<file path="config.mk">
export PLATFORM = sky130hd
export DESIGN_NAME = gshare_predictor
export DESIGN_NICKNAME = d
export VERILOG_FILES = /design/src/rtl/gshare_predictor.sv
export SDC_FILE = /design/constraint.sdc
export NUM_CORES = 1
export LEC_CHECK = 0
export CAP_MARGIN = 25
export CORE_MARGIN = 8
export CORE_UTILIZATION = 40
export DETAILED_ROUTE_END_ITERATION = 6
export HOLD_SLACK_MARGIN = 0.12
export PLACE_DENSITY = 0.68
export SYNTH_ARGS = -nofsm -noshare
export SYNTH_HDL_FRONTEND = slang
export SYNTH_SLANG_ARGS = --single-unit
</file>
<file path="constraint.sdc">
create_clock -name clk -period 8.08 [get_ports clk]
set_input_delay 1.616 -clock clk [delete_from_list [all_inputs] [get_ports clk]]
set_output_delay 1.616 -clock clk [all_outputs]
set_load 0.005 [all_outputs]
</file>
<file path="src/rtl/gshare_predictor.sv">
// gshare direction predictor: PC xor speculative GHR indexes a PHT of saturating counters.
// Latency: prediction is combinational (0 cycles); training and GHR recovery land on the next edge.
// Backpressure: none; accepts one lookup and one update every cycle once ready, ignores both during init.
module gshare_predictor #(
    parameter int ADDR_WIDTH  = 26,
    parameter int INDEX_WIDTH = 8,
    parameter int HIST_WIDTH  = 8,
    parameter int CTR_WIDTH   = 2,
    parameter int STAT_WIDTH  = 32
) (
    input  logic                   clk,
    input  logic                   rst_n,
    output logic                   ready,
    input  logic                   lookup_en,
    input  logic [ADDR_WIDTH-1:0]  lookup_pc,
    output logic                   pred_taken,
    output logic [INDEX_WIDTH-1:0] pred_index,
    output logic [HIST_WIDTH-1:0]  pred_hist,
    input  logic                   upd_valid,
    input  logic [INDEX_WIDTH-1:0] upd_index,
    input  logic [HIST_WIDTH-1:0]  upd_hist,
    input  logic                   upd_taken,
    input  logic                   upd_mispredict,
    output logic [STAT_WIDTH-1:0]  stat_branches,
    output logic [STAT_WIDTH-1:0]  stat_mispredicts
);

    localparam int PHT_DEPTH = 1 << INDEX_WIDTH;
    localparam logic [CTR_WIDTH-1:0] CTR_INIT = CTR_WIDTH'(1) << (CTR_WIDTH - 1);
    localparam logic [CTR_WIDTH-1:0] CTR_MAX  = '1;

    typedef enum logic {INIT, RUN} state_t;

    state_t                 state, state_nxt;
    logic [INDEX_WIDTH-1:0] init_ptr;
    logic [HIST_WIDTH-1:0]  ghr;
    logic [CTR_WIDTH-1:0]   pht [0:PHT_DEPTH-1];
    logic                   run;
    logic [CTR_WIDTH-1:0]   upd_ctr;
    logic [CTR_WIDTH-1:0]   upd_ctr_nxt;
    logic                   recover;
    logic                   unused_pc_hi;

    assign unused_pc_hi = ^lookup_pc[ADDR_WIDTH-1:INDEX_WIDTH];

    assign run = (state == RUN);

    always_comb begin
        state_nxt = state;
        if (state == INIT && init_ptr == INDEX_WIDTH'(PHT_DEPTH - 1)) begin
            state_nxt = RUN;
        end
    end

    always_ff @(posedge clk or negedge rst_n) begin
        if (!rst_n) begin
            state    <= INIT;
            init_ptr <= '0;
        end else begin
            state <= state_nxt;
            if (state == INIT) begin
                init_ptr <= init_ptr + 1'b1;
            end
        end
    end

    assign ready      = run;
    assign pred_index = lookup_pc[INDEX_WIDTH-1:0] ^ INDEX_WIDTH'(ghr);
    assign pred_taken = run & pht[pred_index][CTR_WIDTH-1];
    assign pred_hist  = ghr;

    assign upd_ctr = pht[upd_index];
    always_comb begin
        upd_ctr_nxt = upd_ctr;
        if (upd_taken) begin
            if (upd_ctr != CTR_MAX) upd_ctr_nxt = upd_ctr + 1'b1;
        end else begin
            if (upd_ctr != '0) upd_ctr_nxt = upd_ctr - 1'b1;
        end
    end

    // Single write port: the sweep owns it during INIT, training owns it in RUN.
    always_ff @(posedge clk) begin
        if (!run) begin
            pht[init_ptr] <= CTR_INIT;
        end else if (upd_valid) begin
            pht[upd_index] <= upd_ctr_nxt;
        end
    end

    assign recover = upd_valid & upd_mispredict;

    // Recovery from a resolved mispredict outranks the speculative shift of a concurrent lookup.
    always_ff @(posedge clk or negedge rst_n) begin
        if (!rst_n) begin
            ghr <= '0;
        end else if (run) begin
            if (recover) begin
                ghr <= HIST_WIDTH'(upd_hist << 1) | HIST_WIDTH'(upd_taken);
            end else if (lookup_en) begin
                ghr <= HIST_WIDTH'(ghr << 1) | HIST_WIDTH'(pred_taken);
            end
        end
    end

    always_ff @(posedge clk or negedge rst_n) begin
        if (!rst_n) begin
            stat_branches    <= '0;
            stat_mispredicts <= '0;
        end else if (run) begin
            if (upd_valid) stat_branches    <= stat_branches + 1'b1;
            if (recover)   stat_mispredicts <= stat_mispredicts + 1'b1;
        end
    end

endmodule

</file>
==> reports/qor.csv <==
stage,metric,value,unit
outcome,outcome,"complete, no violations",
synthesis,cell count after synthesis,1701,
synthesis,ys async rst share,13.66,%
place,gpl congestion,0.8668,
timing,Fin. Hold Viols,0,
cells_and_area,utilization after layout,46.42,%
floorplanning,Initial Util,40.14,%
floorplanning,die area,75450,µm²
drt,Routed Antenna Nets,0,
grt,initial antenna violation count,2,
timing,slew margin rel.,32.26,%
timing,Finish-stage setup viols,0,
timing,Fin Setup TNS,0,ns
hold_path,Min-Delay Path Class,reg2reg,
place,PortBufs,110,
drt,final wirelength,72570,µm
place,pre-CTS setup slack,0.4914,ns
pwr,Static Leak,9.860,nW
timing,Final WS setup,0.4582,ns
clock_network,Num CTS Buffers,60,
synthesis,YS warnings,0,
timing,Slew Limit Fails,0,
cells_and_area,# nets final,1880,
job,Max Cap Viol,0,
timing,Slew @ Worst Pin,1.015,ns
critical_path,Worst Setup Path Type,in2out,
timing,RSZ-0062 raised after global routing,false,
cells_and_area,post-route cell area,30960,µm²
pwr,PwrDens,210.0,nW/µm²
floorplanning,row count,95,
floorplanning,die extent in x,274.7,µm
timing,fin crit period,7.622,ns
clock_network,clk buf depth,3,
synthesis,"EDFF count, synth",512,
clock_network,Clock Sinks,593,
critical_path,Crit. End Element,primary output,
drt,Via density,6.001,
synthesis,Synth Area per Inst,15.74,µm²
synthesis,cell taking the most area after synthesis,edfxtp_1,
synthesis,Main synth FF type,edfxtp_1,
critical_path,critical path data arrival time,6.01,ns
grt,number of global-route vias before repair,16662,
synthesis,main area contributors after synthesis,"edfxtp_1 57%, mux4_2 15%, dfrtp_1 7.6%",
grt,total track usage,19.09,%
place,Placed Area,28920,µm²
synthesis,synth cell count leaders,"512 x edfxtp_1, 294 x nor2_1, 175 x mux4_2",
synthesis,post-synth top area share,57.44,%
cells_and_area,Syn-to-layout area delta,15.64,%
synthesis,syn nets,1752,
clock_network,hold_buf cts,0,
timing,skew final,0.02070,ns
clock_network,clock-pin slew on the worst setup and hold paths,0.06,ns
timing,fmax,131.2,MHz
synthesis,synth unique cells,62,
clock_network,CTS tree,built,
clock_network,H-tree depth,2,
drt,Vias,16522,
drt,drt wl/cell,26.36,µm
clock_network,Resize count post-CTS,0,
synthesis,Post-Syn Area,26770,µm²
drt,# DRC,0,
pwr,Worst VDD drop,0.1341,mV
floorplanning,die height,274.7,µm
floorplanning,I/O pin cnt,130,
timing,WHS,0.4761,ns
pwr,Overall Power,6.501,mW
synthesis,most frequent cell after synthesis,edfxtp_1,
cells_and_area,layout cell share with drive strength beyond 1,18.52,%
clock_network,clock latency at the later pin of the worst-skew pair,0.63,ns
cells_and_area,post-route insts no fill,2753,
clock_network,setup repair bufs after CTS,0,
place,post-DP HPWL,45830,µm
synthesis,register area share after synthesis,65.01,%
grt,global-route wire length before repair,107900,µm
drt,First-pass DRT Iterations,5,
grt,GRT overflow,0,
critical_path,crit-path max FO,12,
critical_path,Setup crit start kind,input pin,
critical_path,WP data required,6.46,ns
clock_network,CTS root buffer,clkbuf_16,
synthesis,Seq cells post-synth,593,
drt,number of DRC markers in iteration 0,2174,
floorplanning,Core Area,66680,µm²
timing,fin crit share,94.33,%
grt,largest net degree at the start of global routing,149,
place,placed insts,2639,
final timing paths:
path | startpoint | endpoint | slack [ns] | depth (start not counted)
min | stat_mispredicts[31]$_DFFE_PN0P_ | stat_mispredicts[31]$_DFFE_PN0P_ | 0.48 | 1
min in group asynchronous | rst_n | stat_branches[31]$_DFFE_PN0P_ | 0.89 | 1
max | lookup_pc[0] | pred_taken | 0.46 | 11
max reg2reg | pht[125][0]$_DFFE_PP_ | pht[48][1]$_DFFE_PP_ | 3.82 | 10
min reg2reg | stat_mispredicts[31]$_DFFE_PN0P_ | stat_mispredicts[31]$_DFFE_PN0P_ | 0.48 | 1
max in group asynchronous | rst_n | stat_branches[6]$_DFFE_PN0P_ | 6.55 | 2
flip-flops by register name, summed over array words and instances, names as in the netlist:
register          count
pht                 512
stat_branches        32
stat_mispredicts     32
init_ptr              8
pred_hist             8
ready                 1
where the power goes:
| group | total (mW) | switching [mW] | internal, mW | leakage (nW) |
|---|---|---|---|---|
| Clock | 2.85 | 1.17 | 1.68 | 0.977 |
| Sequential | 3.29 | 0.00540 | 3.28 | 5.59 |
| Combinational | 0.361 | 0.224 | 0.137 | 3.29 |
| Total | 6.50 | 1.40 | 5.10 | 9.86 |
layer usage:
layer  track usage (%)  routed length [µm]  vias to the layer above
li1                  -                   -                     6931
met1             25.82               28570                     8505
met2             30.11               33780                      901
met3             4.058                7219                      185
met4             7.467                2995                        0
met5                 0                   0                        -
critical path: stages:
cell	delay (ns)
clkdlybuf4s50_1	0.65
xor2_4	0.70
buf_4	0.36
mux4_2	0.51
nor2b_1	0.14
a2111oi_0	0.70
buf_4	0.22
nor4_1	0.06
nor4_1	0.33
nor3_1	0.20
clkdlybuf4s50_1	0.51
cell type report:
class	count	area, µm²
inverter	12	45.04
clock buffer	75	1589
clock inverter	37	417.9
sequential	593	17400
tap	873	1092
timing repair buffer	168	1589
fill	5665	35730
antenna	1	2.502
multi-input combinational	994	8818
cell usage in the layout, fill, tap and decap left out, types with 4 or more instances in the layout:
cell / count
a211oi_1: 9
a21oi_1: 25
a22oi_1: 15
and2_1: 4
and3_1: 16
and4_1: 4
buf_4: 56
bufinv_16: 9
clkbuf_1: 13
clkbuf_16: 61
clkdlybuf4s50_1: 106
clkinv_1: 14
clkinv_2: 12
dfrtp_1: 81
edfxtp_1: 512
inv_1: 9
mux2_2: 8
mux2i_1: 58
mux4_1: 6
mux4_2: 175
nand2_1: 99
nand2_2: 5
nand2b_1: 8
nand3_1: 37
nand3b_1: 7
nand4_1: 11
nor2_1: 294
nor2b_1: 6
nor3_1: 14
nor4_1: 5
o21ai_0: 13
o221ai_1: 29
o22ai_1: 24
o31ai_1: 5
or3_1: 4
xnor2_1: 49
xor2_1: 24
logic make-up after synthesis:
logic type | share of synthesized area (%)
AND/OR/NAND/NOR | 8.245
multiplexers | 17.82
buffers and inverters | 2.309
XOR/XNOR | 2.547
AO/OA/AOI/OAI | 3.852
adder cells (fa/ha/maj) | 0.2197
flip-flops | 65.01
(Power assumes the default switching activity.)
